===== config.mk =====
export PLATFORM = sky130hd
export DESIGN_NAME = spi_mem_loader
export DESIGN_NICKNAME = d
export VERILOG_FILES = /design/src/rtl/spi_mem_loader.sv
export SDC_FILE = /design/constraint.sdc
export NUM_CORES = 1
export LEC_CHECK = 0
export ABC_AREA = 1
export BUFFER_PORTS_ARGS = -buffer_cell sky130_fd_sc_hd__buf_2
export CORE_MARGIN = 2
export CORE_UTILIZATION = 30
export CTS_CLUSTER_DIAMETER = 80
export DETAILED_ROUTE_END_ITERATION = 8
export HOLD_SLACK_MARGIN = 0.1
export PLACE_DENSITY = 0.48
export SLEW_MARGIN = 20
export SYNTH_ARGS = -nofsm -noshare
export SYNTH_HDL_FRONTEND = slang
export SYNTH_SLANG_ARGS = --single-unit

===== constraint.sdc =====
create_clock -name clk -period 2.4 [get_ports clk]
set_input_delay 0.48 -clock clk [delete_from_list [all_inputs] [get_ports clk]]
set_output_delay 0.48 -clock clk [all_outputs]
set_load 0.005 [all_outputs]

===== src/rtl/spi_mem_loader.sv =====
`default_nettype none
// ============================================================================
// Module   : spi_mem_loader
// Purpose  : Serial loader that writes or reads one of N_TGT memories. Each
//            frame carries a W/R bit, an address and a data word, MSB first,
//            with one bit transferred per clk.
// Revision : 1.0 - initial release
// ============================================================================
module spi_mem_loader #(
  parameter int DATA_W = 8,
  parameter int ADDR_W = 4,
  parameter int N_TGT  = 2
) (
  input  logic                    clk,
  input  logic                    rst_n,
  input  logic [N_TGT-1:0]        cs_n_i,
  input  logic                    mosi_i,
  input  logic                    lock_i,
  input  logic                    err_clr_i,
  input  logic [N_TGT*DATA_W-1:0] rd_data_i,
  output logic [N_TGT-1:0]        wr_en_o,
  output logic [N_TGT-1:0]        rd_en_o,
  output logic [ADDR_W-1:0]       addr_o,
  output logic [DATA_W-1:0]       wr_data_o,
  output logic                    miso_o,
  output logic                    miso_oe_o,
  output logic                    busy_o,
  output logic                    err_o,
  output logic [7:0]              frame_cnt_o
);

  localparam int c_max_w = (ADDR_W > DATA_W) ? ADDR_W : DATA_W;
  localparam int c_cnt_w = $clog2(c_max_w) + 1;
  localparam int c_tgt_w = (N_TGT > 1) ? $clog2(N_TGT) : 1;

  localparam logic [c_cnt_w-1:0] c_addr_last = c_cnt_w'(ADDR_W - 1);
  localparam logic [c_cnt_w-1:0] c_data_last = c_cnt_w'(DATA_W - 1);
  localparam logic [c_cnt_w-1:0] c_cnt_one   = c_cnt_w'(1);

  typedef enum logic [2:0] {
    IDLE  = 3'd0,
    CMD   = 3'd1,
    ADDR  = 3'd2,
    TURN  = 3'd3,
    WDATA = 3'd4,
    RDATA = 3'd5,
    HOLD  = 3'd6
  } state_t;

  state_t               state_q, state_d;
  logic [c_cnt_w-1:0]   cnt_q, cnt_d;
  logic [c_tgt_w-1:0]   tgt_q, tgt_d;
  logic                 is_wr_q, is_wr_d;
  logic                 armed_q, armed_d;
  logic [ADDR_W-1:0]    addr_sh_q, addr_sh_d;
  logic [DATA_W-1:0]    sh_q, sh_d;
  logic [ADDR_W-1:0]    addr_q, addr_d;
  logic [DATA_W-1:0]    wr_data_q, wr_data_d;
  logic [N_TGT-1:0]     wr_en_q, wr_en_d;
  logic                 err_q, err_d;
  logic [7:0]           frame_cnt_q, frame_cnt_d;

  logic [N_TGT-1:0]     cs_low;
  logic                 cs_any;
  logic                 cs_one;
  logic [c_tgt_w-1:0]   cs_idx;
  logic [N_TGT-1:0]     tgt_oh;
  logic                 cs_ok;
  logic [ADDR_W-1:0]    addr_shift_in;
  logic [DATA_W-1:0]    data_shift_in;
  logic [DATA_W-1:0]    data_shift_out;
  logic [DATA_W-1:0]    rd_sel;
  logic                 err_set;
  logic                 done;

  // Chip-select decode: which target is low, and whether the frame's target is still the only one low
  always_comb begin
    cs_low = ~cs_n_i;
    cs_any = (cs_low != '0);
    cs_one = cs_any && ((cs_low & (cs_low - N_TGT'(1))) == '0);
    cs_idx = '0;
    for (int t = 0; t < N_TGT; t++) begin
      if (cs_low[t]) cs_idx = c_tgt_w'(t);
    end
    tgt_oh = N_TGT'(1) << tgt_q;
    cs_ok  = (cs_low == tgt_oh);
    // Width casts keep the shifts valid for one-bit addresses
    addr_shift_in  = ADDR_W'({addr_sh_q, mosi_i});
    data_shift_in  = DATA_W'({sh_q, mosi_i});
    data_shift_out = DATA_W'({sh_q, 1'b0});
  end

  // Read-data mux for the latched target
  always_comb begin
    rd_sel = '0;
    for (int t = 0; t < N_TGT; t++) begin
      if (tgt_q == c_tgt_w'(t)) rd_sel = rd_data_i[t*DATA_W +: DATA_W];
    end
  end

  // Frame FSM: next state, shift registers and completion strobes
  always_comb begin
    state_d   = state_q;
    cnt_d     = cnt_q;
    tgt_d     = tgt_q;
    is_wr_d   = is_wr_q;
    addr_sh_d = addr_sh_q;
    sh_d      = sh_q;
    addr_d    = addr_q;
    wr_data_d = wr_data_q;
    wr_en_d   = '0;
    err_set   = 1'b0;
    done      = 1'b0;
    case (state_q)
      IDLE: begin
        // A fresh assertion is required; the sampled bit is the W/R flag
        if (armed_q && cs_any) begin
          if (!cs_one || lock_i) begin
            err_set = 1'b1;
          end else begin
            state_d = CMD;
            tgt_d   = cs_idx;
            is_wr_d = mosi_i;
            cnt_d   = '0;
          end
        end
      end
      CMD, ADDR: begin
        if (!cs_ok) begin
          err_set = 1'b1;
          cnt_d   = '0;
          state_d = HOLD;
        end else begin
          addr_sh_d = addr_shift_in;
          if (cnt_q == c_addr_last) begin
            cnt_d = '0;
            if (is_wr_q) begin
              state_d = WDATA;
            end else begin
              // Address must be valid during the turnaround cycle
              state_d = TURN;
              addr_d  = addr_shift_in;
            end
          end else begin
            cnt_d   = cnt_q + c_cnt_one;
            state_d = ADDR;
          end
        end
      end
      TURN: begin
        if (!cs_ok) begin
          err_set = 1'b1;
          state_d = HOLD;
        end else begin
          sh_d    = rd_sel;
          cnt_d   = '0;
          state_d = RDATA;
        end
      end
      WDATA: begin
        if (!cs_ok) begin
          err_set = 1'b1;
          cnt_d   = '0;
          state_d = HOLD;
        end else begin
          sh_d = data_shift_in;
          if (cnt_q == c_data_last) begin
            wr_en_d   = tgt_oh;
            addr_d    = addr_sh_q;
            wr_data_d = data_shift_in;
            done      = 1'b1;
            cnt_d     = '0;
            state_d   = HOLD;
          end else begin
            cnt_d = cnt_q + c_cnt_one;
          end
        end
      end
      RDATA: begin
        if (!cs_ok) begin
          err_set = 1'b1;
          cnt_d   = '0;
          state_d = HOLD;
        end else begin
          sh_d = data_shift_out;
          if (cnt_q == c_data_last) begin
            done    = 1'b1;
            cnt_d   = '0;
            state_d = HOLD;
          end else begin
            cnt_d = cnt_q + c_cnt_one;
          end
        end
      end
      HOLD: begin
        if (!cs_any) state_d = IDLE;
      end
      default: state_d = IDLE;
    endcase
  end

  // Error flag, good-frame counter and re-arm tracking
  always_comb begin
    if (err_set)        err_d = 1'b1;
    else if (err_clr_i) err_d = 1'b0;
    else                err_d = err_q;

    frame_cnt_d = frame_cnt_q;
    if (done && (frame_cnt_q != 8'hFF)) frame_cnt_d = frame_cnt_q + 8'd1;

    // Seeing all selects high re-arms frame start; an IDLE error disarms it
    if (!cs_any)                            armed_d = 1'b1;
    else if ((state_q == IDLE) && err_set)  armed_d = 1'b0;
    else                                    armed_d = armed_q;
  end

  // State and datapath registers
  always_ff @(posedge clk or negedge rst_n) begin
    if (!rst_n) begin
      state_q     <= IDLE;
      cnt_q       <= '0;
      tgt_q       <= '0;
      is_wr_q     <= 1'b0;
      armed_q     <= 1'b0;
      addr_sh_q   <= '0;
      sh_q        <= '0;
      addr_q      <= '0;
      wr_data_q   <= '0;
      wr_en_q     <= '0;
      err_q       <= 1'b0;
      frame_cnt_q <= '0;
    end else begin
      state_q     <= state_d;
      cnt_q       <= cnt_d;
      tgt_q       <= tgt_d;
      is_wr_q     <= is_wr_d;
      armed_q     <= armed_d;
      addr_sh_q   <= addr_sh_d;
      sh_q        <= sh_d;
      addr_q      <= addr_d;
      wr_data_q   <= wr_data_d;
      wr_en_q     <= wr_en_d;
      err_q       <= err_d;
      frame_cnt_q <= frame_cnt_d;
    end
  end

  // Read strobe is suppressed if the select is lost during turnaround
  assign rd_en_o     = ((state_q == TURN) && cs_ok) ? tgt_oh : '0;
  assign wr_en_o     = wr_en_q;
  assign addr_o      = addr_q;
  assign wr_data_o   = wr_data_q;
  assign miso_oe_o   = (state_q == RDATA);
  assign miso_o      = (state_q == RDATA) && sh_q[DATA_W-1];
  assign busy_o      = (state_q != IDLE);
  assign err_o       = err_q;
  assign frame_cnt_o = frame_cnt_q;

endmodule
`default_nettype wire


==> results by group <==
Critical path
  • Endpoint type of the worst setup path: output pin
  • Worst Setup SP: tgt_q
  • Crit path DAT: 1680 ps
  • Critical path buffer and inverter count: 5
  • Top Family by Delay on Critical Path: buffers and inverters
  • Startpoint types: register
  • Worst Reg2Reg Path Length in Cells: 6
  • CP Class: reg -> out
  • WP data required: 1920 ps
  • Slowest CP cell: dfrtp_1
  • Internal reg-to-reg setup slack: 370 ps
  • Worst reg2reg startpoint: cnt_q[0]
  • Worst path cell trace: inv_1 > nand2_1 > nand2_4 > clkinv_1 > nand2_1 > inv_1 > nand2_1 > inv_1 > buf_2
  • CP max FO: 10
  • RR Endpoint: frame_cnt_o[5]
  • Max incr delay on CP: 400 ps

Timing
  • Tcrit/Tclk final: 90.1%
  • Total Neg Setup Slack: 0 ps
  • Final number of setup-violating endpoints: 0
  • Max Clock Freq: 462 MHz
  • Worst-Margin Slew: 729 ps
  • Min Hold Slack: 135 ps
  • Slew margin rel.: 51.4%
  • Clk_skew: around 6.5 ps
  • Final max-slew violation count: 0
  • RSZ-0062 raised after global routing: false
  • Final hold vios: 0
  • Final min period: between 2000 and 2500 ps

Floorplan
  • Row count: 33
  • Die W: 94.9 microns
  • Vert. Die Dim: 94.9 microns
  • Ports: 51
  • Initial core utilization: 30.5%
  • Core footprint: 8130 sq um
  • Die outline area: 9010 sq um

Power
  • Leakage: 1.57 nW
  • VDD IR max: approximately 0.00040 V
  • Pwr/cell area: 908 nW/um^2

Route
  • Final WL: 5.78 mm
  • Via count: 2,223
  • Routed len/inst: 12.0 microns
  • ANT nets after route: 0
  • Via density: 4.62
  • First-pass iteration count of the detailed router: 4
  • Detailed router's first-iteration violation count: 72
  • Post-detailed-route DRC marker count: 0

Final layout
  • N_diodes: 0
  • Area grow syn2layout: 19.0%
  • Layout cells sized above 1: 21.3%
  • Total Nets Final: 401
  • Filler cells: slightly below 900

CTS
  • Max H-tree Level: 2
  • # resized after CTS: 0
  • Post-CTS setup buffer count: 0
  • Root Driver: clkbuf_8
  • Deepest clock path buffer count: 2
  • CTS tree: built
  • Cts hold-fix bufs: 0
  • # clock sinks: 45
  • CTS Buf Count: 5
  • Clock latency on the worst-skew pair: around 290 ps
  • CTS clock-pin slew for the worst setup and hold paths: 90 ps

Min path
  • Hold crit path type: in -> async

Logic synthesis
  • Asr flop ratio synth: between 90% and 100%
  • Post-synth EDFFs: 0
  • Avg Cell Area, Syn: a little under 8 sq um
  • Commonest cells in the netlist: nand2_1, dfrtp_1, inv_1, nand3_1, o21ai_0
  • Yosys top cell by area: dfrtp_1
  • Netlist cell types: 31
  • Sequential share of the synthesized area: a little under half
  • Post-synth top flop: dfrtp_1
  • Most area-consuming cells after synthesis: dfrtp_1, nand2_1, nand3_1
  • Count leader, synth: nand2_1
  • Synth Net Count: 347
  • #FFs+latches synth: 45
  • Post-synth top area share: 45.4%
  • Mapped cell area: 2480 sq um
  • Syn. warnings: 0
  • Synth Instances: 321

Placement
  • IO buf count: 50
  • Routability cong.: 0.863
  • Hpwl dp: 4.37 mm

Outcome
  • Outcome: complete, no violations

Run
  • Max_cap viols: 0

Global route
  • Pin count of the biggest net entering global routing: 22
  • Grt ovf: 0
  • Initial antenna violation count: 0
  • Vias in the first global route: slightly above 2,000
  • First-pass GRT wire length: 9.90 mm
  • Total GRT Usage: between 10 and 15%
per-stage QoR:
step	total power [mW]	instance area (sq um)	utilization [%]	cells	setup slack, ps
6_report	2.68	2950	36.3	481	237
5_1_grt	2.95	2950	36.3	481	50.6
4_1_cts	2.72	2950	36.3	481	226
3_5_place_dp	2.18	2850	35.0	473	339
3_3_place_gp	2.18	2850	35.0	473	374
2_1_floorplan	1.85	2480	-	321	654
logic make-up (layout without fill, tap and decap cells):
family | count (synthesis) | after routing | synth area share [%]
adders and majority gates | 3 | 3 | 1.51
xor gates and xnor gates | 5 | 5 | 1.77
DFF | 45 | 45 | 45.4
AOI/OAI and AO/OA | 45 | 45 | 11.2
buffers and inverters | 49 | 104 | 8.32
and+or+nand+nor | 174 | 174 | 31.8
worst max path at each step:
stage	endpoint	slack, ps	cells past startpoint
floorplan	rd_en_o[1]	650	9
detailed placement	rd_en_o[0]	340	11
finish	rd_en_o[1]	240	9
global route	rd_en_o[0]	50	9
global placement	rd_en_o[0]	370	11
CTS	rd_en_o[0]	230	9
cell type report:
| type | instances | area, sq um | share of cell area (%) |
|---|---|---|---|
| clock inverters | 1 | 5.00 | 0.170 |
| flip-flops and latches | 45 | 1130 | 38.2 |
| inverters | 40 | 150 | 5.09 |
| multi-input cells | 227 | 1150 | 38.9 |
| clock buffers | 7 | 96.3 | 3.26 |
| well taps | 105 | 131 | 4.45 |
| repair buffers | 56 | 295 | 10.0 |
layout by cell type (no fill, tap or decap), drive strengths merged, types with 7 or more instances in the layout:
cell | Yosys | routed
o21ai | 35 | 35
inv | 39 | 39
o211ai | 7 | 7
nor2 | 20 | 20
nand3 | 32 | 32
dfrtp | 45 | 45
buf | 8 | 56
nand2 | 104 | 104
nand4 | 13 | 13
clkbuf | 1 | 7
routing by layer:
metal,up-vias,wire length [microns],global-route usage [%]
li1,1147,-,-
met1,1030,2990,20.1
met2,41,2540,21.7
met3,5,208,3.11
met4,0,36,2.66
met5,-,0,0
worst register-to-register path, delay by kind of cell (launching register included):
kind,cells,cell delay (ps)
and+or+nand+nor,4,1130
AOI/OAI and AO/OA,1,70
adders and majority gates,1,290
DFF,1,420
report_power, final:
part / internal, mW / leakage, nW / switching, mW
Combinational: 0.356 / 0.958 / 0.737
Clock: 0.261 / 0.0542 / 0.262
Sequential: 0.929 / 0.558 / 0.134
Total: 1.55 / 1.57 / 1.13
flip-flops by register name (all words and copies together) (netlist names):
signal       flops
err_o            1
wr_data_o        8
armed_q          1
sh_q             8
addr_o           4
wr_en_o          2
tgt_q            1
addr_sh_q        4
frame_cnt_o      8
cnt_q            4
is_wr_q          1
state_q          3
(Power assumes the default switching activity.)
